--- src/rtl/seq_detect_ctrl_if.sv ---
// Handshake bundle for seq_detect_ctrl: word input channel (producer side)
// and match-count result channel (consumer side).
interface seq_detect_ctrl_if #(
  parameter int WORD_W = 16,
  parameter int CNT_W  = 5
);
  logic              in_valid;
  logic [WORD_W-1:0] in_data;
  logic              in_ready;
  logic              out_valid;
  logic [CNT_W-1:0]  out_count;
  logic              out_ready;

  modport master (
    output in_valid, in_data, out_ready,
    input  in_ready, out_valid, out_count
  );

  modport slave (
    input  in_valid, in_data, out_ready,
    output in_ready, out_valid, out_count
  );
endinterface

--- src/rtl/seq_detect_ctrl.sv ---
// Word-level controller that serializes words MSB-first into an overlapping
// "1101" Moore detector and returns the saturating match count per word.
// Optional sticky match interrupt (irq/irq_clr) is built with SEQDET_IRQ_EN.
module seq_detect_ctrl #(
  parameter int WORD_W = 16,
  parameter int CNT_W  = 5
) (
  input  logic               clk,
  input  logic               n_rst,
  input  logic               flush,
  seq_detect_ctrl_if.slave   bus,
  output logic               busy
`ifdef SEQDET_IRQ_EN
  ,
  output logic               irq,
  input  logic               irq_clr
`endif
);

  localparam int BC_W = $clog2(WORD_W + 1);
  localparam logic [BC_W-1:0]  BC_LOAD  = BC_W'(WORD_W);
  localparam logic [BC_W-1:0]  BC_ONE   = BC_W'(1);
  localparam logic [CNT_W-1:0] CNT_MAX  = {CNT_W{1'b1}};
  localparam logic [CNT_W-1:0] CNT_ONE  = CNT_W'(1);
  localparam logic [CNT_W-1:0] CNT_ZERO = {CNT_W{1'b0}};

  typedef enum logic [1:0] {
    IDLE  = 2'd0,
    SHIFT = 2'd1,
    DONE  = 2'd2
  } ctrl_t;

  typedef enum logic [2:0] {
    WAITING = 3'd0,
    RCV1    = 3'd1,
    RCV11   = 3'd2,
    RCV110  = 3'd3,
    RCV1101 = 3'd4
  } det_t;

  ctrl_t             state_r, state_s;
  det_t              det_r, det_s, det_step_s;
  logic [WORD_W-1:0] shreg_r, shreg_s;
  logic [BC_W-1:0]   bcnt_r, bcnt_s;
  logic [CNT_W-1:0]  cnt_r, cnt_s;

  function automatic det_t det_next(input det_t cur, input logic b);
    det_t nxt;
    case (cur)
      WAITING: nxt = b ? RCV1    : WAITING;
      RCV1:    nxt = b ? RCV11   : WAITING;
      RCV11:   nxt = b ? RCV11   : RCV110;
      RCV110:  nxt = b ? RCV1101 : WAITING;
      RCV1101: nxt = b ? RCV11   : WAITING;
      default: nxt = WAITING;
    endcase
    return nxt;
  endfunction

  // Outputs are decoded from state only; flush gating of in_ready is the one combinational input path.
  assign bus.in_ready  = (state_r == IDLE) && !flush;
  assign bus.out_valid = (state_r == DONE);
  assign bus.out_count = cnt_r;
  assign busy          = (state_r != IDLE);

  // Next-state logic for the controller, the embedded detector and the datapath.
  always_comb begin
    state_s    = state_r;
    det_s      = det_r;
    shreg_s    = shreg_r;
    bcnt_s     = bcnt_r;
    cnt_s      = cnt_r;
    det_step_s = det_next(det_r, shreg_r[WORD_W-1]);
    case (state_r)
      IDLE: begin
        if (bus.in_valid && !flush) begin
          shreg_s = bus.in_data;
          bcnt_s  = BC_LOAD;
          cnt_s   = CNT_ZERO;
          det_s   = WAITING;
          state_s = SHIFT;
        end else begin
          state_s = IDLE;
        end
      end
      SHIFT: begin
        if (flush) begin
          state_s = IDLE;
          det_s   = WAITING;
          cnt_s   = CNT_ZERO;
        end else begin
          det_s   = det_step_s;
          shreg_s = {shreg_r[WORD_W-2:0], 1'b0};
          bcnt_s  = bcnt_r - BC_ONE;
          // Moore output: a match is the detector entering RCV1101; count saturates.
          if ((det_step_s == RCV1101) && (cnt_r != CNT_MAX)) begin
            cnt_s = cnt_r + CNT_ONE;
          end else begin
            cnt_s = cnt_r;
          end
          if (bcnt_r == BC_ONE) begin
            state_s = DONE;
          end else begin
            state_s = SHIFT;
          end
        end
      end
      DONE: begin
        if (flush) begin
          state_s = IDLE;
          det_s   = WAITING;
          cnt_s   = CNT_ZERO;
        end else if (bus.out_ready) begin
          state_s = IDLE;
          det_s   = WAITING;
        end else begin
          state_s = DONE;
        end
      end
      default: begin
        state_s = IDLE;
        det_s   = WAITING;
        cnt_s   = CNT_ZERO;
      end
    endcase
  end

  // State and datapath registers.
  always_ff @(posedge clk or negedge n_rst) begin
    if (!n_rst) begin
      state_r <= IDLE;
      det_r   <= WAITING;
      shreg_r <= {WORD_W{1'b0}};
      bcnt_r  <= {BC_W{1'b0}};
      cnt_r   <= CNT_ZERO;
    end else begin
      state_r <= state_s;
      det_r   <= det_s;
      shreg_r <= shreg_s;
      bcnt_r  <= bcnt_s;
      cnt_r   <= cnt_s;
    end
  end

`ifdef SEQDET_IRQ_EN
  logic handshake_s;
  logic irq_r;

  assign handshake_s = (state_r == DONE) && bus.out_ready;
  assign irq         = irq_r;

  // Sticky interrupt: a nonzero result handshake sets it and wins over a same-edge clear.
  always_ff @(posedge clk or negedge n_rst) begin
    if (!n_rst) begin
      irq_r <= 1'b0;
    end else if (handshake_s && (cnt_r != CNT_ZERO)) begin
      irq_r <= 1'b1;
    end else if (irq_clr) begin
      irq_r <= 1'b0;
    end else begin
      irq_r <= irq_r;
    end
  end
`endif

endmodule

--- src/flat_wrapper.sv ---
// flat-port wrapper written by rule: the top's interface ports become plain ports
module seq_detect_ctrl_flat 
#(
  parameter int WORD_W = 16,
  parameter int CNT_W  = 5
)
  (clk, n_rst, flush, busy, bus_in_valid, bus_in_data, bus_out_ready, bus_in_ready, bus_out_valid, bus_out_count);
  seq_detect_ctrl_if #(.WORD_W(WORD_W), .CNT_W(CNT_W)) bus_i ();
  input  logic clk;
  input  logic n_rst;
  input  logic flush;
  output logic busy;
  input wire logic [$bits(bus_i.in_valid)-1:0] bus_in_valid;
  input wire logic [$bits(bus_i.in_data)-1:0] bus_in_data;
  input wire logic [$bits(bus_i.out_ready)-1:0] bus_out_ready;
  output wire logic [$bits(bus_i.in_ready)-1:0] bus_in_ready;
  output wire logic [$bits(bus_i.out_valid)-1:0] bus_out_valid;
  output wire logic [$bits(bus_i.out_count)-1:0] bus_out_count;
  assign bus_i.in_valid = bus_in_valid;
  assign bus_i.in_data = bus_in_data;
  assign bus_i.out_ready = bus_out_ready;
  assign bus_in_ready = bus_i.in_ready;
  assign bus_out_valid = bus_i.out_valid;
  assign bus_out_count = bus_i.out_count;
  seq_detect_ctrl #(.WORD_W(WORD_W), .CNT_W(CNT_W)) u_core (.clk(clk), .n_rst(n_rst), .flush(flush), .bus(bus_i), .busy(busy));
endmodule
--- config.mk ---
export PLATFORM = sky130hd
export DESIGN_NAME = seq_detect_ctrl_flat
export DESIGN_NICKNAME = d
export VERILOG_FILES = /design/src/rtl/seq_detect_ctrl_if.sv /design/src/rtl/seq_detect_ctrl.sv /design/src/flat_wrapper.sv
export SDC_FILE = /design/constraint.sdc
export NUM_CORES = 1
export LEC_CHECK = 0
export BUFFER_PORTS_ARGS = -buffer_cell sky130_fd_sc_hd__buf_4
export CAP_MARGIN = 20
export CELL_PAD_IN_SITES_DETAIL_PLACEMENT = 1
export CELL_PAD_IN_SITES_GLOBAL_PLACEMENT = 1
export CORE_AREA = 2 2 69 71
export DETAILED_ROUTE_END_ITERATION = 8
export DIE_AREA = 0 0 71 73
export GPL_ROUTABILITY_DRIVEN = 1
export PLACE_DENSITY_LB_ADDON = 0.1
export SYNTH_ARGS = -nofsm -noshare
export SYNTH_HDL_FRONTEND = slang
export SYNTH_SLANG_ARGS = --single-unit
--- constraint.sdc ---
create_clock -name clk -period 1.94 [get_ports clk]
set_clock_uncertainty 0.1 [all_clocks]
set_input_delay 0.291 -clock clk [delete_from_list [all_inputs] [get_ports clk]]
set_output_delay 0.291 -clock clk [all_outputs]
set_load 0.005 [all_outputs]
==> flow_metrics.env <==
export IMPL_slew_headroom_pct=69.1
export IMPL_wl_mm=3.59
export IMPL_startpoint_type="flop"
export IMPL_worstMarginPinSlew_ns=0.456
export IMPL_synth_cell_area_mm2=0.00166
export IMPL_drt_iter0_markers=25
export IMPL_layout_common_cells="buf_4, dfrtp_1, nor2_1"
export IMPL_final_common_cell="buf_4"
export IMPL_synth_edf_count=0
export IMPL_status="finished, final reports clean"
export IMPL_fmax_mhz=546
export IMPL_nets=215
export IMPL_gp_congestion=0.744
export IMPL_worstHoldEndpoint="u_core.shreg_r[0]"
export IMPL_synthCells=154
export IMPL_clk_latency_ns=0.28
export IMPL_synth_async_sr_flop_share_pct=100
export IMPL_dp_cells=235
export IMPL_p_clk_share_pct=24.7
export IMPL_p_leak_uw=0.000910
export IMPL_power_switching_uw=704
export IMPL_synth_seq_cells=31
export IMPL_via_per_inst=5.04
export IMPL_ios=29
export IMPL_reg2reg_from="u_core.bus.out_count[0]"
export IMPL_maxSlewViolCount=0
export IMPL_drive_gt1_share_pct=35.3
export IMPL_ant_nets=0
export IMPL_fin_crit_sh_pct=94.3
export IMPL_cts_buffers=5
export IMPL_cts_num_sinks=31
export IMPL_die_x_um=71
export IMPL_dpl_cell_area_mm2=0.00192
export IMPL_hold_violations=0
export IMPL_grt_max_degree=34
export IMPL_p_int_uw=1390
export IMPL_power_share_combinational_pct=28.0
export IMPL_fp_dieArea_mm2=0.00518
export IMPL_synth_flop_cell="dfrtp_1"
export IMPL_hp_start="bus_in_data[0]"
export IMPL_yosysSeqAreaShare_pct=46.7
export IMPL_syn_avg_cell_area_um2=10.8
export IMPL_start_util_pct=36.7
export IMPL_crit_path_end_kind="flop"
export IMPL_synthToLayoutAreaGrowth_pct=23.3
export IMPL_grt_ovfl_total=0
export IMPL_design_area_mm2=0.00205
export IMPL_hold_path_class="in2reg"
export IMPL_seq_power_share_pct=47.3
export IMPL_required_ns=2.01
export IMPL_cts_tree="built"
export IMPL_rsz0062_at_grt="no"
export IMPL_ir_drop_uv=541
export IMPL_fin_tns_setup_ns=0
export IMPL_cts_root_buf="clkbuf_8"
export IMPL_cts_max_level=2
export IMPL_final_util_pct=45.2
export IMPL_reg2reg_depth=7
export IMPL_worstSetupPathType="reg2reg"
export IMPL_cts_clk_slew_worst_paths_ns=0.07
export IMPL_rows=25
export IMPL_yosys_warnings=0
export IMPL_critPathArrivalTime_ns=1.90
export IMPL_r2r_setup_slack_ns=0.11
export IMPL_grt_pass1_wl_mm=6.29
export IMPL_drc=0
export IMPL_dp_hpwl_mm=2.58
export IMPL_stdcell_count=244
export IMPL_power_density_mw_per_mm2=1020
export IMPL_cp_startpoint="u_core.bus.out_count[0]"
export IMPL_holdPathStages=3
export IMPL_grt_use_total_pct=15.5
export IMPL_syn_num_nets=179
export IMPL_ys_types=40
export IMPL_p_sw_share_pct=33.7
export IMPL_first_global_vias=1339
export IMPL_n_antenna_cell=0
export IMPL_total_power_uw=2090
export IMPL_first_pass_iters=4
export IMPL_vias=1229
export IMPL_floorplan_core_area_mm2=0.00454
export IMPL_antenna_found_initial=0
export IMPL_cp_max_fo=4
export IMPL_wl_per_cell_um=14.7
export IMPL_numPortBuffers=28
export IMPL_maxCapViolations=0
export IMPL_r2r_end="u_core.bus.out_count[2]"
export IMPL_clockBufferDepth=2
export IMPL_fin_crit_ns=1.83
export IMPL_die_height_um=73
export IMPL_setup_viol=0
## area by class of cell
class	instances	area [um^2]
sequential	31	776
clock buffer	6	82.6
multi-input combinational	110	825
tap	54	67.6
clock inverter	1	5.00
inverter	6	22.5
fill	521	2480
timing repair buffer	36	273
## through the flow
step	hold slack [ns]	setup slack, ns
after floorplan	-0.105	0.0607
after global placement	0.154	0.0685
after detailed placement	0.162	-0.0449
after CTS	0.126	-0.0322
after global routing	0.147	0.0256
final	0.133	0.110
## cell usage after synthesis, drive strengths merged, types with 2 or more instances
cell type	instances	area share, %
nor2b	2	0.75
a21oi	18	8.1
o21ai	5	1.5
nand3	3	0.90
nand2b	2	0.75
nand2	5	1.6
mux2i	18	11
buf	7	3.9
ha	4	3.0
a22o	2	1.1
o31ai	2	0.90
nor2	25	5.8
or2	2	0.75
xor2	2	1.1
nor3	3	0.90
inv	6	1.4
dfrtp	31	47
## routing by layer
layer  GRT usage [%]  part of all wire [%]  vias up
li1                -                     -      608
met2            25.3                    50       20
met1            19.8                    46      599
met4            3.98                  0.56        0
met3            5.25                   4.2        2
met5               0                     0        -
## repair_timing
item / in CTS / in global routing
setup endpoints to repair: 5 / 5
endpoints found under the hold margin: 31 / 0
buffers inserted: 0 / 1
gates resized for setup: 2 / 6
hold buffers: 1 / 0
gates cloned: 0 / 0
## worst max path at each step
stage	to	slack, ns	cells past startpoint
finish	u_core.bus.out_count[2]	0.11	7
global placement	u_core.bus.out_count[3]	0.07	7
detailed placement	u_core.bus.out_count[2]	-0.04	7
CTS	u_core.bus.out_count[2]	-0.03	7
global route	u_core.bus.out_count[0]	0.03	7
floorplan	u_core.bus.out_count[3]	0.06	7
## power by group through the flow
stage / logic (uW) / registers (uW) / clock network, uW
global placement: 560 / 985 / 0
detailed placement: 583 / 1000 / 0
global route: 663 / 1020 / 570
CTS: 592 / 989 / 530
finish: 585 / 988 / 517
floorplan: 467 / 957 / 0
## cells by family (layout without fill, tap and decap cells)
kind of cell	count (synthesis)	count (layout)	synth area share [%]
AND/OR/NAND/NOR	50	50	17.0
AO/OA/AOI/OAI	34	34	15.0
flip-flops	31	31	46.7
multiplexers	19	19	11.5
buffers and inverters	13	49	5.27
adder cells (fa/ha/maj)	4	4	3.01
XOR/XNOR	3	3	1.58
## worst max-delay path: stages (launching register included)
cell and delay (ns):
dfrtp_1 0.38, ha_2 0.20, and3_1 0.18, ha_1 0.17, nand2b_4 0.16, o31ai_2 0.20, a21oi_1 0.10, a31o_2 0.23
## state kept, by name (all words and copies together) (netlist names)
name / count
u_core.bcnt_r: 5
u_core.bus.out_count: 5
u_core.det_r: 3
u_core.shreg_r: 16
u_core.state_r: 2
(Power assumes the default switching activity.)
